**config.mk**
```make
export PLATFORM = sky130hd
export DESIGN_NAME = game_ctrl
export DESIGN_NICKNAME = d
export VERILOG_FILES = /design/src/rtl/game_ctrl.sv
export SDC_FILE = /design/constraint.sdc
export NUM_CORES = 1
export LEC_CHECK = 0
export BUFFER_PORTS_ARGS = -buffer_cell sky130_fd_sc_hd__buf_4
export CAP_MARGIN = 0
export CORE_MARGIN = 10
export CORE_UTILIZATION = 32
export DETAILED_ROUTE_END_ITERATION = 8
export PLACE_DENSITY_LB_ADDON = 0.2
export SYNTH_ARGS = -nofsm -noshare
export SYNTH_HDL_FRONTEND = slang
export SYNTH_SLANG_ARGS = --single-unit
export TNS_END_PERCENT = 100
```
**constraint.sdc**
```tcl
create_clock -name clk -period 2.95 [get_ports clk]
set_input_delay 0.4425 -clock clk [delete_from_list [all_inputs] [get_ports clk]]
set_output_delay 0.4425 -clock clk [all_outputs]
set_load 0.02 [all_outputs]
```
**src/rtl/game_ctrl.sv**
```systemverilog
// Turn scheduler and referee for a 3x3 board: arbitrates player/cpu moves, validates,
// writes, and scans for win/draw. Optional turn timeout under GAME_CTRL_TIMEOUT_EN.
module game_ctrl #(
   parameter int unsigned CELL_W     = 2,
   parameter bit          FIRST_TURN = 1'b0
`ifdef GAME_CTRL_TIMEOUT_EN
   ,
   parameter int unsigned TIMEOUT_CYCLES = 1024
`endif
) (
   input  logic                  clk,
   input  logic                  reset,
   input  logic                  start,
   input  logic                  p_valid,
   output logic                  p_ready,
   input  logic [3:0]            p_loc,
   input  logic                  c_valid,
   output logic                  c_ready,
   input  logic [3:0]            c_loc,
   input  logic [9*CELL_W-1:0]   board,
   output logic                  board_we,
   output logic [3:0]            board_loc,
   output logic [CELL_W-1:0]     board_val,
   output logic                  board_clr,
   output logic                  turn,
   output logic                  move_err,
   output logic                  timeout,
   output logic                  game_over,
   output logic [1:0]            winner,
   output logic [3:0]            move_cnt
);

   typedef enum logic [2:0] {
      StIdle, StClear, StWaitMove, StCheck, StWrite, StScan, StDone
   } state_e;

   state_e            state;
   logic [3:0]        loc;
   logic [2:0]        line;
   logic [CELL_W-1:0] cells [9];
   logic [3:0]        ia, ib, ic;
   logic [CELL_W-1:0] ca, cb, cc;
   logic              line_win;
   logic              illegal;
   logic              accept;
   logic              expire;

   always_comb begin
      for (int i = 0; i < 9; i++) begin
         cells[i] = board[i*CELL_W +: CELL_W];
      end
   end

   // Scan order: rows, columns, main diagonal, anti-diagonal.
   always_comb begin
      {ia, ib, ic} = {4'd0, 4'd1, 4'd2};
      unique case (line)
         3'd0: {ia, ib, ic} = {4'd0, 4'd1, 4'd2};
         3'd1: {ia, ib, ic} = {4'd3, 4'd4, 4'd5};
         3'd2: {ia, ib, ic} = {4'd6, 4'd7, 4'd8};
         3'd3: {ia, ib, ic} = {4'd0, 4'd3, 4'd6};
         3'd4: {ia, ib, ic} = {4'd1, 4'd4, 4'd7};
         3'd5: {ia, ib, ic} = {4'd2, 4'd5, 4'd8};
         3'd6: {ia, ib, ic} = {4'd0, 4'd4, 4'd8};
         3'd7: {ia, ib, ic} = {4'd2, 4'd4, 4'd6};
      endcase
   end

   assign ca       = cells[ia];
   assign cb       = cells[ib];
   assign cc       = cells[ic];
   assign line_win = (ca != '0) && (ca == cb) && (cb == cc);
   assign illegal  = (loc > 4'd8) ? 1'b1 : (cells[loc] != '0);
   assign accept   = turn ? (c_valid && c_ready) : (p_valid && p_ready);

`ifdef GAME_CTRL_TIMEOUT_EN
   localparam int unsigned TW = $clog2(TIMEOUT_CYCLES + 1);
   logic [TW-1:0] idle_cnt;

   // Zero on every entry to WAIT_MOVE because it is held clear in all other states.
   always_ff @(posedge clk) begin
      if (reset || state != StWaitMove || expire) idle_cnt <= '0;
      else                                        idle_cnt <= idle_cnt + TW'(1);
   end

   assign expire = (state == StWaitMove) && !accept && (idle_cnt == TW'(TIMEOUT_CYCLES - 1));
`else
   assign expire = 1'b0;
`endif

   always_ff @(posedge clk) begin
      if (reset) begin
         state     <= StIdle;
         loc       <= '0;
         line      <= '0;
         p_ready   <= 1'b0;
         c_ready   <= 1'b0;
         turn      <= FIRST_TURN;
         board_we  <= 1'b0;
         board_loc <= '0;
         board_val <= '0;
         board_clr <= 1'b0;
         move_err  <= 1'b0;
         timeout   <= 1'b0;
         game_over <= 1'b0;
         winner    <= '0;
         move_cnt  <= '0;
      end else begin
         board_we  <= 1'b0;
         board_clr <= 1'b0;
         move_err  <= 1'b0;
         timeout   <= 1'b0;
         unique case (state)
            StIdle, StDone: begin
               if (start) begin
                  state     <= StClear;
                  board_clr <= 1'b1;
                  move_cnt  <= '0;
                  turn      <= FIRST_TURN;
                  game_over <= 1'b0;
                  winner    <= '0;
               end
            end
            StClear: begin
               state   <= StWaitMove;
               p_ready <= !turn;
               c_ready <= turn;
            end
            StWaitMove: begin
               if (accept) begin
                  loc     <= turn ? c_loc : p_loc;
                  p_ready <= 1'b0;
                  c_ready <= 1'b0;
                  state   <= StCheck;
               end else if (expire) begin
                  timeout <= 1'b1;
                  turn    <= !turn;
                  p_ready <= turn;
                  c_ready <= !turn;
               end
            end
            StCheck: begin
               if (illegal) begin
                  move_err <= 1'b1;
                  p_ready  <= !turn;
                  c_ready  <= turn;
                  state    <= StWaitMove;
               end else begin
                  board_we  <= 1'b1;
                  board_loc <= loc;
                  board_val <= turn ? CELL_W'(2) : CELL_W'(1);
                  move_cnt  <= move_cnt + 4'd1;
                  state     <= StWrite;
               end
            end
            StWrite: begin
               line  <= '0;
               state <= StScan;
            end
            StScan: begin
               if (line_win) begin
                  state     <= StDone;
                  game_over <= 1'b1;
                  winner    <= 2'(ca);
               end else if (line == 3'd7) begin
                  if (move_cnt == 4'd9) begin
                     state     <= StDone;
                     game_over <= 1'b1;
                     winner    <= 2'd0;
                  end else begin
                     turn    <= !turn;
                     p_ready <= turn;
                     c_ready <= !turn;
                     state   <= StWaitMove;
                  end
               end else begin
                  line <= line + 3'd1;
               end
            end
            default: state <= StIdle;
         endcase
      end
   end

endmodule

```
==> impl_metrics.tcl, run 1 <==
set metrics [dict create \
    grt_use_total_pct 11.91 \
    peakVddDrop_uv 186.9 \
    cp_num_cells 9 \
    clock_latency_ns 0.29 \
    drv_cap 0 \
    worstSetupStartpointType "register" \
    clk_pin_slew_ns 0.08 \
    power.density_nw_per_um2 546.3 \
    yosysTopAreaCell "dfxtp_1" \
    postSynthNetCount 296 \
    yosys-top-cells-area "dfxtp_1, mux2i_1, nor2_1" \
    num_antenna_cells 0 \
    grt_pass1_wl_um 11120 \
    cp_slowest_cell "mux4_1" \
    grt_antenna_before_repair 0 \
    crit_path_frequent_cell "buf_4" \
    fillers 754 \
    p_comb_share_pct 37.7 \
    synth_ff_type "dfxtp_1" \
    p_seq_share_pct 37.7 \
    cts-hold-fix-buffers 0 \
    rows 31 \
    io_buffers 49 \
    status "completed" \
    hold_viol 0 \
    layout-drive-gt1-share_pct 37.05 \
    cts-root-buf "clkbuf_8" \
    relSlewSlack_pct 62.74 \
    synth_edf_count 0 \
    fin_crit_sh_pct 94.61 \
    slew_violations 0 \
    grt_max_degree 34 \
    cts_tree "yes" \
    syn_area_sq_um 2420 \
    fin_util_pct 44.34 \
    ios 51 \
    dieArea_sq_um 11440 \
    initial_core_util_pct 33.18 \
    cts.sinks 38 \
    gp_congestion 0.8695 \
    ys_ff_latch 38 \
    grt_pass1_vias 2165 \
    yosysUniqueCellTypes 60 \
    power_switching_mw 0.6169 \
    power_frac_clock_pct 24.6 \
    htree_levels 2 \
    maxClockFrequency_mhz 358.3 \
    synth_cells 257 \
    clock_path_buffers 2 \
    p_int_mw 1.149 \
    fp.coreArea_sq_um 7292 \
    cp_num_buf_inv 2 \
    synth_top_area_share_pct 31.44 \
    ys_seq_area_share_pct 31.44 \
    ant_nets 0 \
    postSynth.asyncResetShare_pct 0 \
    crit_family "multiplexers" \
    endpoint_kind "register" \
    post-route-min-period_ns 2.791 \
    synth-warning-count 0 \
    arrival_ns 2.97 \
    register_area_sq_um 765.7 \
    wirelength_um 6675 \
    cp_cell_sequence "mux4_1 -> mux2i_2 -> buf_4 -> a211oi_2 -> o21ai_2 -> nand2_2 -> buf_4 -> a311o_2 -> mux2_4" \
    cp.required_ns 3.13 \
    sw_frac_of_total_pct 34.93 \
    die_x_um 107.0 \
    nNetsFinal 370 \
    finalPower_mw 1.766 \
    post_drt_wl_per_cell_um 15.49 \
    skew_ns 0.003986 \
    route.detailed.drc 0 \
    vias_per_cell 4.965 \
    max_stage_delay_ns 0.58 \
    die_y_um 107.0 \
    hp-class "register to register" \
    p_leak_nw 1.300 \
    tightest_slew_ns 0.5530 \
    synth_area_per_cell_sq_um 9.416 \
    numCtsBuffers 5 \
    multi_input_area_sq_um 1578 \
    reg2reg_depth 9 \
    dpl.hpwl_um 5246 \
    overflow 0 \
    finalSetupViolCount 0 \
    whs_path_depth 2 \
    drt_first_pass_iters 4 \
    areaGrowthSynthToFinish_pct 33.61 \
    drt_iter0_drc 121 \
    worstSetupPathType "register to register" \
    cp_max_fo 8 \
    dr_total_vias 2140 \
]
-- through the flow --
stage | hold WS [ns] | instances | worst slack [ns] | TNS [ns] | instance area, sq um
after global placement | 0.4556 | 420 | -0.09722 | -0.2897 | 3057
after floorplan | 0.5138 | 257 | 0.09651 | 0 | 2420
after global routing | 0.4995 | 431 | -0.009906 | -0.01792 | 3233
final | 0.4756 | 431 | 0.1589 | 0 | 3233
after detailed placement | 0.4686 | 420 | -0.1414 | -0.4764 | 3057
after CTS | 0.4798 | 428 | 0.01332 | 0 | 3177
-- layout make-up --
type                    instances  share of cell area (%)
inverters                      15                   1.741
well taps                      99                   3.831
clock inverters                 3                   1.238
clock buffers                   5                   2.128
multi-input cells             191                   48.80
flip-flops and latches         38                   23.68
repair buffers                 80                   18.58
-- cell families (layout without fill, tap and decap cells) --
group | Yosys count | in the layout | share of synthesized area (%)
other | 1 | 1 | 0.1550
DFF | 38 | 38 | 31.44
buffers and inverters | 28 | 103 | 5.222
adders and majority gates | 8 | 8 | 4.137
muxes | 39 | 39 | 22.44
and+or+nand+nor | 96 | 96 | 20.11
xor gates and xnor gates | 3 | 3 | 1.086
AOI/OAI and AO/OA | 44 | 44 | 15.41
-- sequential cells by signal (all words and copies together) (netlist names), 2 cells and up --
signal     flops
loc            4
state          3
move_cnt       4
board_val      2
ib             3
line           3
board_loc      4
ia             2
ic             4
winner         2
-- per-layer routing --
metal	vias up	wire length, um	global-route usage (%)	part of all wire, %
li1	1083	-	-	-
met1	990	3148	16.03	47
met2	60	3114	18.88	47
met3	7	318	2.036	4.8
met4	0	93	3.772	1.4
met5	-	0	0	0
-- path summary, 6_finish.rpt --
| check | start | to | slack, ns |
|---|---|---|---|
| hold reg to reg | game_over | game_over | 0.48 |
| hold / removal | game_over | game_over | 0.48 |
| setup / recovery | ic[0] | ic[3] | 0.16 |
| setup reg to reg | ic[0] | ic[3] | 0.16 |
-- tightest hold or removal path, stage by stage (launching register included) --
cell,delay [ns]
dfxtp_1,0.32
nand2_1,0.06
a21oi_1,0.06
-- power by group through the flow --
stage               Combinational, mW  Sequential (mW)  Clock (mW)
global placement                0.646            0.672           0
global route                    0.741            0.678       0.474
detailed placement              0.644            0.672           0
floorplan                       0.456            0.643           0
finish                          0.666            0.665       0.435
CTS                             0.649            0.662       0.451
-- cell usage in the layout (no fill, tap or decap), drive strengths merged, types with 3 or more instances in the layout --
cell type   n
mux2        4
nor2b       4
buf        80
nor3        8
nand2      14
mux4       10
a31oi       5
inv        15
nand2b      4
a21oi       6
o21ai       4
a211oi     10
nand3       3
clkbuf      5
mux2i      25
dfxtp      38
and2        4
nor3b       4
ha          8
nor2       42
-- synthesized netlist by cell type (all sizes together) (2+ instances only) --
| cell | n |
|---|---|
| dfxtp | 38 |
| o21ai | 4 |
| a211oi | 10 |
| mux4 | 10 |
| nand3b | 2 |
| mux2 | 4 |
| ha | 8 |
| o32ai | 2 |
| inv | 15 |
| o21bai | 2 |
| a21oi | 6 |
| nor4 | 2 |
| a31oi | 5 |
| nand4 | 2 |
| mux2i | 25 |
| and3 | 2 |
| nor3b | 4 |
| nor2 | 42 |
| o41ai | 2 |
| nand3 | 3 |
| and2 | 4 |
| xor2 | 2 |
| nor2b | 4 |
| nor3 | 8 |
| buf | 5 |
| a31o | 2 |
| nand2b | 4 |
| clkbuf | 8 |
| nand2 | 14 |
-- repair_timing --
action / 4_1_cts / 5_1_grt
cloned: 0 / 0
pin swaps: 0 / 4
setup endpoints to repair: 8 / 8
resized for setup: 3 / 9
buffers inserted: 0 / 3
endpoints found under the hold margin: 0 / 0
(Power assumes the default switching activity.)
==> run 2: changes to the inputs <==
==> constraint.sdc (replaced) <==
create_clock -name clk -period 2.95 [get_ports clk]
set_input_delay 0.1475 -clock clk [delete_from_list [all_inputs] [get_ports clk]]
set_output_delay 0.1475 -clock clk [all_outputs]
set_load 0.02 [all_outputs]
==> run 2 against run 1 <==
Compared with the run above:
- clock power is 2% higher
- largest power group unchanged
- hold slack got worse by 0.26 ns
- via count increased by 1.4%
- sequential power about the same
==> impl_metrics.tcl, run 2 (synthesis results as in run 1) <==
set metrics [dict create \
    status "completed" \
    dieArea_sq_um 11440 \
    worstSetupPathType "register to register" \
    grt_pass1_wl_um 10920 \
    cts-hold-fix-buffers 0 \
    min-delay-start "p_loc[0]" \
    hold_path_end "loc[0]" \
    clock_path_buffers 2 \
    layout-drive-gt1-share_pct 37.07 \
    wirelength_um 6720 \
    fp.coreArea_sq_um 7292 \
    endpoint_kind "register" \
    clock_latency_ns 0.29 \
    layout_commonest_cell "buf_4" \
    vias_per_cell 5.167 \
    cp_max_fo 7 \
    dr_total_vias 2170 \
    nNetsFinal 359 \
    ant_nets 0 \
    r2r-end "ic[3]" \
    peakVddDrop_uv 190.0 \
    fin_setup_tns_ns 0 \
    overflow 0 \
    grt_antenna_before_repair 0 \
    fillers 740 \
    drt_first_pass_iters 4 \
    maxClockFrequency_mhz 350.2 \
    finalWorstSetupSlack_ns 0.09449 \
    cts_tree "yes" \
    hold_ws_ns 0.2146 \
    io_buffers 49 \
    cts.sinks 38 \
    die_x_um 107.0 \
    die_y_um 107.0 \
    worstSetupStartpointType "register" \
    final_cell_mix "buf_4, nor2_1, dfxtp_1" \
    grt_pass1_vias 2216 \
    skew_ns 0.003377 \
    clk_pin_slew_ns 0.08 \
    arrival_ns 3.04 \
    relSlewSlack_pct 62.87 \
    slew_violations 0 \
    areaGrowthSynthToFinish_pct 32.58 \
    rows 31 \
    tightest_slew_ns 0.5511 \
    grt_use_total_pct 11.67 \
    place_ws_ns -0.1548 \
    gp_congestion 0.8639 \
    route.detailed.drc 0 \
    finalSetupViolCount 0 \
    cp.required_ns 3.13 \
    timing.rr.start "ic[0]" \
    fin_crit_sh_pct 96.80 \
    htree_levels 2 \
    dpl.hpwl_um 5147 \
    hp-class "input pin to register" \
    whs_path_depth 3 \
    finalPower_mw 1.788 \
    drt_iter0_drc 177 \
    drv_cap 0 \
    grt_max_degree 34 \
    ios 51 \
    fin_util_pct 43.99 \
    post-route-min-period_ns 2.856 \
    initial_core_util_pct 33.18 \
    power.density_nw_per_um2 557.5 \
    p_leak_nw 1.254 \
    num_antenna_cells 0 \
    hold_viol 0 \
    r2r_setup_slack_ns 0.09 \
    reg2reg_depth 10 \
    post_drt_wl_per_cell_um 16.00 \
    cts-root-buf "clkbuf_8" \
    numCtsBuffers 5 \
]
[run 2: changes by cell type in the layout (fill, tap and decap cells not counted), sizes merged]
cell,delta
buf,-11
clkinv,-2
clkinvlp,+2
[run 2: final cells by class]
cell class	count	area [sq um]	share of cell area [%]
repair buffers	69	525.5	16.38
inverters	15	56.30	1.755
well taps	99	123.9	3.861
flip-flops and latches	38	764.5	23.83
clock buffers	5	68.82	2.145
clock inverters	3	45.04	1.404
multi-input cells	191	1624	50.62
[run 2: what timing repair did]
| item | CTS | global route |
|---|---|---|
| gates resized for setup | 3 | 20 |
| pin swaps | 0 | 6 |
| buffers inserted | 0 | 1 |
| setup endpoints to repair | 7 | 10 |
[run 2: power by group]
part / internal [mW] / switching [mW] / total [mW]
clock network: 0.251 / 0.193 / 0.444
registers: 0.569 / 0.0959 / 0.665
logic: 0.333 / 0.346 / 0.679
[run 2: worst max-delay path by stage]
stage               slack, ns  cells after the start     to  startpoint
floorplan                 0.1                      9  ic[3]       ic[0]
global placement        -0.06                     10  ic[3]       ic[0]
detailed placement      -0.15                     10  ic[3]       ic[0]
CTS                      0.02                      9  ic[3]       ic[0]
global route           -0.007                     10  ic[3]       ic[0]
finish                   0.09                     10  ic[3]       ic[0]
[run 2: per-layer routing]
metal	GRT usage, %	wire length, um	part of all wire [%]	vias up
met4	3.772	63	0.94	0
li1	-	-	-	1066
met2	19.27	3252	48	62
met5	0	0	0	-
met1	14.64	2991	45	1038
met3	2.695	413	6.1	4
[run 2: per-stage QoR]
stage / instances / instance area [sq um]
2_1_floorplan: 257 / 2420
3_3_place_gp: 411 / 2989
3_5_place_dp: 411 / 2989
4_1_cts: 419 / 3114
5_1_grt: 420 / 3208
6_report: 420 / 3208
[run 2: worst max-delay path, cell delays in order (launching register included)]
cell	delay [ns]
dfxtp_4	0.41
buf_6	0.11
mux2i_2	0.22
nor3b_2	0.09
o41ai_4	0.45
and4_4	0.31
o21ai_4	0.09
buf_4	0.17
and3_1	0.14
a311o_2	0.43
mux2_4	0.32
